`src/rtl/axi_mem_arbiter.sv`:
```
// Two-master (IFU read, LSU read/write) to one AXI4-Lite slave arbiter, one transaction outstanding; optional MEM_ARB_TIMEOUT_EN.
// Latency: one IDLE arbitration cycle, then combinational pass-through of the granted master.
// Backpressure: master/slave ready passed straight through; ungranted master sees ready=0 and waits.
module axi_mem_arbiter #(
    parameter int TIMEOUT_CYCLES = 1024
) (
    input  logic        clock,
    input  logic        reset,
    input  logic [31:0] ifu_araddr,
    input  logic        ifu_arvalid,
    output logic        ifu_arready,
    output logic [31:0] ifu_rdata,
    output logic [1:0]  ifu_rresp,
    output logic        ifu_rvalid,
    input  logic        ifu_rready,
    input  logic [31:0] lsu_araddr,
    input  logic        lsu_arvalid,
    output logic        lsu_arready,
    output logic [31:0] lsu_rdata,
    output logic [1:0]  lsu_rresp,
    output logic        lsu_rvalid,
    input  logic        lsu_rready,
    input  logic [31:0] lsu_awaddr,
    input  logic        lsu_awvalid,
    input  logic [31:0] lsu_wdata,
    input  logic [3:0]  lsu_wstrb,
    input  logic        lsu_wvalid,
    output logic        lsu_awready,
    output logic        lsu_wready,
    output logic [1:0]  lsu_bresp,
    output logic        lsu_bvalid,
    input  logic        lsu_bready,
    output logic [31:0] m_araddr,
    output logic        m_arvalid,
    input  logic        m_arready,
    input  logic [31:0] m_rdata,
    input  logic [1:0]  m_rresp,
    input  logic        m_rvalid,
    output logic        m_rready,
    output logic [31:0] m_awaddr,
    output logic        m_awvalid,
    output logic [31:0] m_wdata,
    output logic [3:0]  m_wstrb,
    output logic        m_wvalid,
    input  logic        m_awready,
    input  logic        m_wready,
    input  logic [1:0]  m_bresp,
    input  logic        m_bvalid,
    output logic        m_bready
);

    typedef enum logic [2:0] {IDLE, IFU_RD, LSU_RD, LSU_WR, ERR_RESP} state_t;

    state_t state_q, state_d;
    logic   ar_done, aw_done, w_done;

`ifdef MEM_ARB_TIMEOUT_EN
    localparam int CNT_W = $clog2(TIMEOUT_CYCLES) + 1;
    logic [CNT_W-1:0] cnt_q;
    state_t           err_src;
    logic             tout;

    // Entering ERR_RESP on the edge where the counter would reach TIMEOUT_CYCLES.
    assign tout = (cnt_q == CNT_W'(TIMEOUT_CYCLES - 1));

    always_ff @(posedge clock or posedge reset) begin
        if (reset) begin
            cnt_q   <= '0;
            err_src <= IDLE;
        end else begin
            if (state_d != state_q)
                cnt_q <= '0;
            else if (state_q == IFU_RD || state_q == LSU_RD || state_q == LSU_WR)
                cnt_q <= cnt_q + 1'b1;
            if (state_d == ERR_RESP && state_q != ERR_RESP)
                err_src <= state_q;
        end
    end
`else
    logic tout;
    assign tout = 1'b0;
`endif

    always_ff @(posedge clock or posedge reset) begin
        if (reset) begin
            state_q <= IDLE;
            ar_done <= 1'b0;
            aw_done <= 1'b0;
            w_done  <= 1'b0;
        end else begin
            state_q <= state_d;
            if (state_d != state_q) begin
                ar_done <= 1'b0;
                aw_done <= 1'b0;
                w_done  <= 1'b0;
            end else begin
                if (m_arvalid && m_arready) ar_done <= 1'b1;
                if (m_awvalid && m_awready) aw_done <= 1'b1;
                if (m_wvalid && m_wready)   w_done  <= 1'b1;
            end
        end
    end

    always_comb begin
        state_d = state_q;
        case (state_q)
            IDLE: begin
                if (lsu_awvalid || lsu_wvalid) state_d = LSU_WR;
                else if (lsu_arvalid)          state_d = LSU_RD;
                else if (ifu_arvalid)          state_d = IFU_RD;
            end
            IFU_RD: begin
                if (m_rvalid && ifu_rready) state_d = IDLE;
                else if (tout)              state_d = ERR_RESP;
            end
            LSU_RD: begin
                if (m_rvalid && lsu_rready) state_d = IDLE;
                else if (tout)              state_d = ERR_RESP;
            end
            LSU_WR: begin
                if (m_bvalid && lsu_bready) state_d = IDLE;
                else if (tout)              state_d = ERR_RESP;
            end
`ifdef MEM_ARB_TIMEOUT_EN
            ERR_RESP: begin
                if ((err_src == IFU_RD && ifu_rready) ||
                    (err_src == LSU_RD && lsu_rready) ||
                    (err_src == LSU_WR && lsu_bready))
                    state_d = IDLE;
            end
`endif
            default: state_d = IDLE;
        endcase
    end

    always_comb begin
        ifu_arready = 1'b0; ifu_rdata = '0; ifu_rresp = '0; ifu_rvalid = 1'b0;
        lsu_arready = 1'b0; lsu_rdata = '0; lsu_rresp = '0; lsu_rvalid = 1'b0;
        lsu_awready = 1'b0; lsu_wready = 1'b0; lsu_bresp = '0; lsu_bvalid = 1'b0;
        m_araddr = '0; m_arvalid = 1'b0; m_rready = 1'b0;
        m_awaddr = '0; m_awvalid = 1'b0; m_wdata = '0; m_wstrb = '0; m_wvalid = 1'b0;
        m_bready = 1'b0;
        case (state_q)
            IFU_RD: begin
                m_araddr    = ifu_araddr;
                m_arvalid   = ifu_arvalid & ~ar_done;
                ifu_arready = m_arready & ~ar_done;
                m_rready    = ifu_rready;
                ifu_rvalid  = m_rvalid;
                ifu_rdata   = m_rdata;
                ifu_rresp   = m_rresp;
            end
            LSU_RD: begin
                m_araddr    = lsu_araddr;
                m_arvalid   = lsu_arvalid & ~ar_done;
                lsu_arready = m_arready & ~ar_done;
                m_rready    = lsu_rready;
                lsu_rvalid  = m_rvalid;
                lsu_rdata   = m_rdata;
                lsu_rresp   = m_rresp;
            end
            LSU_WR: begin
                m_awaddr    = lsu_awaddr;
                m_awvalid   = lsu_awvalid & ~aw_done;
                lsu_awready = m_awready & ~aw_done;
                m_wdata     = lsu_wdata;
                m_wstrb     = lsu_wstrb;
                m_wvalid    = lsu_wvalid & ~w_done;
                lsu_wready  = m_wready & ~w_done;
                m_bready    = lsu_bready;
                lsu_bvalid  = m_bvalid;
                lsu_bresp   = m_bresp;
            end
`ifdef MEM_ARB_TIMEOUT_EN
            ERR_RESP: begin
                if (err_src == IFU_RD) begin
                    ifu_rvalid = 1'b1;
                    ifu_rresp  = 2'b11;
                end else if (err_src == LSU_RD) begin
                    lsu_rvalid = 1'b1;
                    lsu_rresp  = 2'b11;
                end else begin
                    lsu_bvalid = 1'b1;
                    lsu_bresp  = 2'b11;
                end
            end
`endif
            default: ;
        endcase
    end

endmodule

```
`config.mk`:
```
export PLATFORM = sky130hd
export DESIGN_NAME = axi_mem_arbiter
export DESIGN_NICKNAME = d
export VERILOG_FILES = /design/src/rtl/axi_mem_arbiter.sv
export SDC_FILE = /design/constraint.sdc
export NUM_CORES = 1
export LEC_CHECK = 0
export CORE_AREA = 2 2 141 143
export CTS_BUF_LIST = sky130_fd_sc_hd__clkbuf_8
export CTS_CLUSTER_DIAMETER = 40
export CTS_CLUSTER_SIZE = 10
export DETAILED_ROUTE_END_ITERATION = 6
export DIE_AREA = 0 0 143 145
export PLACE_DENSITY = 0.49
export SYNTH_ARGS = -nofsm -noshare
export SYNTH_HDL_FRONTEND = slang
export SYNTH_SLANG_ARGS = --single-unit
```
`constraint.sdc`:
```
create_clock -name clock -period 2.06 [get_ports clock]
set_input_delay 0.206 -clock clock [delete_from_list [all_inputs] [get_ports clock]]
set_output_delay 0.206 -clock clock [all_outputs]
set_load 0.02 [all_outputs]
```
==> flow_summary.json, run 1 <==
{
  "status": "completed",
  "critPathKind": "flip-flop to output port",
  "finalWirelength_um": 14110,
  "p_leak_nw": 2.853,
  "synth_area_leaders": "and2_1 51%, a22o_1 17%, dfrtp_1 8.6%, buf_4 2.6%, nor3b_1 2.6%",
  "netlist-cell-type-count": 26,
  "cp.arrival_ns": 1.80,
  "crit_chain": "nor3b_4 -> buf_4 -> clkbuf_16 -> and2_1 -> dlygate4sd2_1",
  "synth-edff-count": 0,
  "path_clk_slew_ns": 0.04,
  "p_total_mw": 2.088,
  "die_h_um": 145,
  "std_cell_rows": 51,
  "synth-async-reset-ratio": 1.000,
  "max_freq_mhz": 497.6,
  "drtPass1Iterations": 4,
  "numClockSinks": 6,
  "die_w_um": 143,
  "vdd_drop_max_uv": 140.3,
  "drtIter0Drc": 38,
  "cts_buffers": 3,
  "drc": 0,
  "cts.path.max_buffers": 2,
  "coreArea_mm2": 0.01921,
  "clockRootBuffer": "clkbuf_8",
  "ys_seq_area_frac": 0.08633,
  "h-tree-depth": 1,
  "ys_warn_count": 0,
  "clkLatencyLatePin_ns": 0.22,
  "cp-end-kind": "output port",
  "grt_max_degree": 59,
  "yosysTopAreaCell": "and2_1",
  "slowest_delay_ns": 0.46,
  "netlist.area_leader.share": 0.5108,
  "finalInstanceArea_mm2": 0.005677,
  "ff2ff_path_depth": 5,
  "cap_violations": 0,
  "finalWeightedCongestion": 0.7739,
  "nets": 790,
  "ys.flop_type": "dfrtp_1",
  "slowest_stage": "dfrtp_2",
  "skew_ns": 0.003702,
  "cts_tree": "built",
  "p_clk_frac": 0.082,
  "synthCells": 245,
  "hold_viol": 0,
  "p_int_mw": 1.173,
  "crit_cells": 5,
  "grt_pass1_wl_um": 19020,
  "p_sw_frac": 0.4381,
  "required_ns": 1.85,
  "cp-start-kind": "flip-flop",
  "hold_buffers": 0,
  "yosys-top-cells-count": "142 x and2_1, 34 x a22o_1, 8 x clkbuf_1",
  "area_growth_pct": 226.4,
  "port_buffers": 363,
  "fin_crit_sh": 0.9756,
  "avgSynthCellArea_um2": 7.099,
  "antenna_found_initial": 2,
  "pwr_density_cell_mw_per_mm2": 367.8,
  "grt-ovfl-total": 0,
  "setup_viol": 0,
  "drive_gt1_frac": 0.08086,
  "place_area_mm2": 0.005725,
  "p_seq_frac": 0.075,
  "grt_use_total": 0.1196,
  "ys_ff_latch": 6,
  "fin_ws_ns": 0.05026,
  "initial_core_util": 0.09055,
  "num-fill-cells": 2083,
  "vias": 3218,
  "place_inst": 862,
  "dp_hpwl_um": 12140,
  "final_antenna_net_count": 0,
  "routedWlPerCell_um": 16.16,
  "dieArea_mm2": 0.02074,
  "post-route-min-period_ns": 2.010,
  "syn_area_mm2": 0.001739,
  "grt_pass1_vias": 3243,
  "ioPinCount": 364,
  "r2r_setup_slack_ns": 0.64,
  "hold_path.class": "input pin to async pin",
  "yosysMostFrequentCell": "and2_1",
  "comb_power_share": 0.843,
  "fin_cells": 873,
  "viasPerCell": 3.686,
  "power.switching_uw": 914.5,
  "pre_cts_ws_ns": -0.02022,
  "path_delay_family": "buffers and inverters",
  "crit_fanout": 29,
  "finalMaxSlewViolations": 0,
  "syn_nets": 427,
  "cp_num_buf_inv": 3
}
[final cells by class]
class	count	area, µm²	area share
diodes	2	5.005	0.0008816
clock buffers	3	41.29	0.007274
inverters	1	3.754	0.0006612
multi-input cells	213	1456	0.2566
flip-flops and latches	6	153.9	0.02711
well taps	265	331.6	0.05841
repair buffers	383	3685	0.6491
[final timing paths]
kind | start | endpoint
max in group asynchronous | reset | state_q[0]$_DFF_PP0_
worst min register to register | ar_done$_DFFE_PP0P_ | ar_done$_DFFE_PP0P_
worst max-delay path | state_q[2]$_DFF_PP0_ | lsu_rdata[0]
worst min-delay path | reset | w_done$_DFFE_PP0P_
min in group clock | ar_done$_DFFE_PP0P_ | ar_done$_DFFE_PP0P_
worst max register to register | state_q[0]$_DFF_PP0_ | aw_done$_DFFE_PP0P_
[timing repair]
item | CTS | global route
setup endpoints to repair | 170 | 109
gates resized for setup | 174 | 48
buffers inserted | 3 | 1
gates cloned | 1 | 1
[cell usage in the layout, fill, tap and decap left out, types with 3 or more instances in the layout]
cell type / synthesis / final
dfrtp_2: 0 / 3
nand2_1: 6 / 6
clkbuf_2: 4 / 6
dfrtp_1: 6 / 3
clkdlybuf4s50_1: 0 / 181
buf_4: 6 / 23
clkdlybuf4s15_1: 0 / 36
nor3b_1: 6 / 6
a22o_1: 34 / 34
dlygate4sd2_1: 0 / 128
and2_1: 142 / 142
buf_12: 0 / 6
clkbuf_8: 0 / 3
[flip-flops by register name, summed over array words and instances (netlist names)]
| register | count |
|---|---|
| ar_done | 1 |
| aw_done | 1 |
| state_q | 3 |
| w_done | 1 |
[power groups by stage]
stage	combinational, mW	sequential, mW	clock [mW]
floorplan	0.842	0.135	0
global placement	1.89	0.153	0
detailed placement	1.90	0.154	0
CTS	1.75	0.154	0.174
global route	1.88	0.158	0.181
finish	1.76	0.156	0.172
[through the flow]
step | util | hold WS, ns | setup TNS [ns]
2_1_floorplan | - | -0.003041 | 0
4_1_cts | 0.2924 | 0.2087 | -0.01039
3_5_place_dp | 0.2981 | 0.4406 | -0.03496
6_report | 0.2956 | 0.1986 | 0
5_1_grt | 0.2956 | 0.2418 | -0.003118
3_3_place_gp | 0.2981 | 0.4459 | 0
[kinds of logic (layout without fill, tap and decap cells)]
logic type,after synthesis,after routing,share of synthesized area
other,1,3,0.002156
flip-flops,6,6,0.08633
AO/OA/AOI/OAI,44,44,0.2151
AND/OR/NAND/NOR,168,168,0.6194
buffers and inverters,26,387,0.07697
[routing by layer]
| metal | GRT usage | part of all wire | wire [µm] |
|---|---|---|---|
| met5 | 0 | 0 | 0 |
| met4 | 0.02525 | 0.016 | 219 |
| met3 | 0.03102 | 0.10 | 1442 |
| met2 | 0.2505 | 0.55 | 7692 |
| met1 | 0.1115 | 0.34 | 4756 |
No activity file was read; power rests on OpenSTA's default activity.
==> inputs of run 2 (changes only) <==
--- a/config.mk
+++ b/config.mk
@@ -11,6 +11,7 @@
 export CTS_CLUSTER_SIZE = 10
 export DETAILED_ROUTE_END_ITERATION = 6
 export DIE_AREA = 0 0 143 145
+export MAX_ROUTING_LAYER = met4
 export PLACE_DENSITY = 0.49
 export SYNTH_ARGS = -nofsm -noshare
 export SYNTH_HDL_FRONTEND = slang
==> flow_summary.json, run 2 (same netlist as run 1, synthesis figures left out) <==
{
  "status": "completed",
  "hold_ws_ns": 0.1986,
  "numClockSinks": 6,
  "fin_ws_ns": 0.05457,
  "std_cell_rows": 51,
  "rsz0062_at_grt": "false",
  "vdd_drop_max_uv": 140.3,
  "die_h_um": 145,
  "hold_buffers": 0,
  "ioPinCount": 364,
  "grt_max_degree": 59,
  "power.switching_uw": 924.7,
  "nets": 791,
  "p_seq_frac": 0.074,
  "cp-end-kind": "output port",
  "antenna_found_initial": 2,
  "cts.path.max_buffers": 2,
  "pre_cts_ws_ns": -0.02022,
  "hold_path.class": "input pin to async pin",
  "drtIter0Drc": 68,
  "p_sw_frac": 0.4360,
  "largest_register_ffs": 3,
  "final_antenna_net_count": 0,
  "hold_viol": 0,
  "p_int_mw": 1.196,
  "initial_core_util": 0.09055,
  "r2r_setup_slack_ns": 0.64,
  "cp-start-kind": "flip-flop",
  "cts_buffers": 3,
  "viasPerCell": 3.676,
  "port_buffers": 363,
  "cap_violations": 0,
  "pwr_density_cell_mw_per_mm2": 370.6,
  "grt_pass1_wl_um": 19000,
  "vias": 3213,
  "comb_power_share": 0.845,
  "grt-ovfl-total": 0,
  "setup_viol": 0,
  "required_ns": 1.85,
  "coreArea_mm2": 0.01921,
  "path_clk_slew_ns": 0.04,
  "clockRootBuffer": "clkbuf_8",
  "routedWlPerCell_um": 16.38,
  "cp.arrival_ns": 1.80,
  "post-route-min-period_ns": 2.005,
  "drtPass1Iterations": 4,
  "finalWeightedCongestion": 0.7845,
  "skew_ns": 0.003702,
  "dp_hpwl_um": 12140,
  "num-fill-cells": 2077,
  "dieArea_mm2": 0.02074,
  "grt_pass1_vias": 3249,
  "p_leak_nw": 2.844,
  "critPathKind": "flip-flop to output port",
  "finalWirelength_um": 14310,
  "p_clk_frac": 0.081,
  "crit_fanout": 11,
  "drc": 0,
  "fin_crit_sh": 0.9735,
  "finalMaxSlewViolations": 0,
  "top_register": "state_q",
  "final_common_cell": "clkdlybuf4s50_1",
  "drive_gt1_frac": 0.08237,
  "cts_tree": "built",
  "die_w_um": 143,
  "final_cell_mix": "181 x clkdlybuf4s50_1, 142 x and2_1, 121 x dlygate4sd2_1",
  "grt_use_total": 0.1231,
  "h-tree-depth": 1,
  "area_growth_pct": 229.1,
  "max_freq_mhz": 498.6,
  "clkLatencyLatePin_ns": 0.22
}
## run 2: cell types whose count changed in the layout (fill, tap and decap cells not counted), sizes merged
cell           delta
dlygate4sd2       -7
clkdlybuf4s15     +7
clkbuf            +1
## run 2: metrics by stage
| step | util | instances | power, mW | instance area, µm² | TNS, ns |
|---|---|---|---|---|---|
| 2_1_floorplan | - | 245 | 0.9773 | 1739 | 0 |
| 3_3_place_gp | 0.2981 | 862 | 2.044 | 5725 | 0 |
| 3_5_place_dp | 0.2981 | 862 | 2.054 | 5725 | -0.03496 |
| 4_1_cts | 0.2924 | 869 | 2.078 | 5617 | -0.01039 |
| 5_1_grt | 0.2980 | 874 | 2.251 | 5723 | 0 |
| 6_report | 0.2980 | 874 | 2.121 | 5723 | 0 |
## run 2: what timing repair did
action                                  CTS  global route
setup buffers                             3             1
gates resized for setup                 174            55
gates cloned                              1             2
endpoints found under the setup margin  170           109
## run 2: layer usage
layer,share of wire,track usage,up-vias
met4,0.013,0.02327,0
met1,0.34,0.1129,1439
li1,-,-,1545
met5,0,-,-
met2,0.55,0.2514,221
met3,0.098,0.02937,8
## run 2: layout make-up
cell class,count,area (µm²),share of cell area
antenna,2,5.005,0.0008745
sequential,6,153.9,0.02689
tap,265,331.6,0.05794
inverter,1,3.754,0.0006559
timing repair buffer,384,3731,0.6519
multi-input combinational,213,1456,0.2545
clock buffer,3,41.29,0.007215
## run 2: worst max-delay path, cell delays in order, from the launching register on
cell	delay (ns)
dfrtp_2	0.46
nor3b_4	0.30
buf_12	0.16
buf_6	0.15
a22o_1	0.19
clkdlybuf4s15_1	0.32
## run 2: worst paths after layout
path | start | end | cells past startpoint
setup / recovery | state_q[2]$_DFF_PP0_ | m_araddr[0] | 5
hold / removal | reset | w_done$_DFFE_PP0P_ | 2
setup reg to reg | state_q[0]$_DFF_PP0_ | aw_done$_DFFE_PP0P_ | 5
hold reg to reg | ar_done$_DFFE_PP0P_ | ar_done$_DFFE_PP0P_ | 2
max in group asynchronous | reset | state_q[0]$_DFF_PP0_ | 2
min in group clock | ar_done$_DFFE_PP0P_ | ar_done$_DFFE_PP0P_ | 2
## run 2: power groups by stage
stage | logic, mW | clock network [mW] | registers [mW]
2_1_floorplan | 0.842 | 0 | 0.135
3_3_place_gp | 1.89 | 0 | 0.153
3_5_place_dp | 1.90 | 0 | 0.154
4_1_cts | 1.75 | 0.174 | 0.154
5_1_grt | 1.91 | 0.181 | 0.158
6_report | 1.79 | 0.172 | 0.156
==> inputs of run 3 (changes only) <==
--- a/config.mk
+++ b/config.mk
@@ -13,6 +13,8 @@
 export DIE_AREA = 0 0 143 145
 export MAX_ROUTING_LAYER = met4
 export PLACE_DENSITY = 0.49
+export REMOVE_ABC_BUFFERS = 1
+export SLEW_MARGIN = 10
 export SYNTH_ARGS = -nofsm -noshare
 export SYNTH_HDL_FRONTEND = slang
 export SYNTH_SLANG_ARGS = --single-unit
==> flow_summary.json, run 3 (same netlist as run 1, synthesis figures left out) <==
{
  "status": "completed",
  "dieArea_mm2": 0.02074,
  "post-route-min-period_ns": 2.011,
  "numClockSinks": 6,
  "hold_viol": 0,
  "cp_num_buf_inv": 3,
  "viasPerCell": 3.770,
  "crit_fanout": 31,
  "cap_violations": 0,
  "crit_chain": "nor3b_4 -> buf_4 -> bufbuf_16 -> and2_1 -> clkdlybuf4s15_2",
  "grt_max_degree": 39,
  "finalWirelength_um": 15640,
  "path_clk_slew_ns": 0.04,
  "hold_ws_ns": 0.2116,
  "drtIter0Drc": 82,
  "ioPinCount": 364,
  "cp-start-kind": "flip-flop",
  "cp.arrival_ns": 1.80,
  "largest_register_ffs": 3,
  "nets": 786,
  "drive_gt1_frac": 0.1362,
  "grt_pass1_wl_um": 21940,
  "area_growth_pct": 221.9,
  "finalWeightedCongestion": 0.7890,
  "drtPass1Iterations": 4,
  "die_w_um": 143,
  "routedWlPerCell_um": 18.04,
  "slowest_delay_ns": 0.46,
  "finalMaxSlewViolations": 0,
  "critPathKind": "flip-flop to output port",
  "clkLatencyLatePin_ns": 0.22,
  "tns_ns": 0,
  "grt_pass1_vias": 3427,
  "cts_tree": "built",
  "max_freq_mhz": 497.4,
  "r2r_setup_slack_ns": 0.52,
  "slowest_stage": "dfrtp_2",
  "grt-ovfl-total": 0,
  "final_cell_mix": "181 x clkdlybuf4s50_1, 142 x and2_1, 108 x dlygate4sd2_1",
  "cp-end-kind": "output port",
  "fin_crit_sh": 0.9760,
  "final_antenna_net_count": 0,
  "pwr_density_cell_mw_per_mm2": 380.1,
  "port_buffers": 363,
  "grt_use_total": 0.1443,
  "final_common_cell": "clkdlybuf4s50_1",
  "std_cell_rows": 51,
  "required_ns": 1.85,
  "antenna_found_initial": 0,
  "die_h_um": 145,
  "skew_ns": 0.003594,
  "num-fill-cells": 2089,
  "cts.path.max_buffers": 2,
  "vdd_drop_max_uv": 185.8,
  "initial_core_util": 0.09055,
  "setup_viol": 0,
  "h-tree-depth": 1,
  "top_register": "state_q",
  "dp_hpwl_um": 12880,
  "cts_buffers": 3,
  "hold_path.class": "input pin to async pin",
  "p_leak_nw": 2.775,
  "drc": 0,
  "p_total_mw": 2.128,
  "rsz0062_at_grt": "true",
  "vias": 3269,
  "coreArea_mm2": 0.01921,
  "num_antenna_cells": 0,
  "path_delay_family": "buffers and inverters",
  "clockRootBuffer": "clkbuf_8"
}
==> run 3: stage by stage <==
step / utilization / instances / instance area [µm²] / worst slack, ns
2_1_floorplan: - / 220 / 1609 / -0.4667
3_3_place_gp: 0.2952 / 857 / 5670 / -0.02203
3_5_place_dp: 0.2952 / 857 / 5670 / -0.05152
4_1_cts: 0.2956 / 867 / 5678 / 0.002604
5_1_grt: 0.2915 / 867 / 5599 / -0.06117
6_report: 0.2915 / 867 / 5599 / 0.04944
==> run 3: power by group <==
| part | leakage (nW) | switching (mW) | internal [mW] |
|---|---|---|---|
| Sequential | 0.0753 | 0.0238 | 0.133 |
| Clock | 0.0216 | 0.0514 | 0.126 |
| Combinational | 2.68 | 0.883 | 0.911 |
| Total | 2.77 | 0.958 | 1.17 |
==> run 3: cell type report <==
type                    instances  area, µm²  area share
multi-input cells             213       1466      0.2619
well taps                     265      331.6     0.05922
clock buffers                   3      41.29    0.007374
inverters                       1      3.754   0.0006704
flip-flops and latches          6      153.9     0.02749
repair buffers                379       3602      0.6434
==> run 3: metal layers <==
layer	share of wire	vias to the layer above	wire, µm	global-route usage
li1	-	1529	-	-
met1	0.35	1500	5427	0.1439
met2	0.56	238	8739	0.2933
met3	0.093	2	1461	0.03069
met4	0.00077	0	12	0.007426
met5	0	-	0	-
==> run 3: worst paths after layout <==
kind                                       from                   end  cells past startpoint
max reg2reg                state_q[2]$_DFF_PP0_   aw_done$_DFFE_PP0P_                      4
min in group clock          ar_done$_DFFE_PP0P_   ar_done$_DFFE_PP0P_                      2
min                                       reset   aw_done$_DFFE_PP0P_                      2
max in group asynchronous                 reset  state_q[0]$_DFF_PP0_                      2
min reg2reg                 ar_done$_DFFE_PP0P_   ar_done$_DFFE_PP0P_                      2
max                        state_q[2]$_DFF_PP0_         ifu_rdata[31]                      5
==> run 3: repair_timing <==
item                       CTS  global route
cloned                       3             0
pin swaps                    1             0
resized for setup          202            56
setup buffers                4             0
setup endpoints to repair  163            60
hold buffers                 0             0
==> run 3: worst register-to-register path: cells and delay by family (launching register included) <==
kind / cells / cell delay (ns)
DFF: 1 / 0.44
and+or+nand+nor: 2 / 0.37
buffers and inverters: 1 / 0.31
AOI/OAI and AO/OA: 1 / 0.29
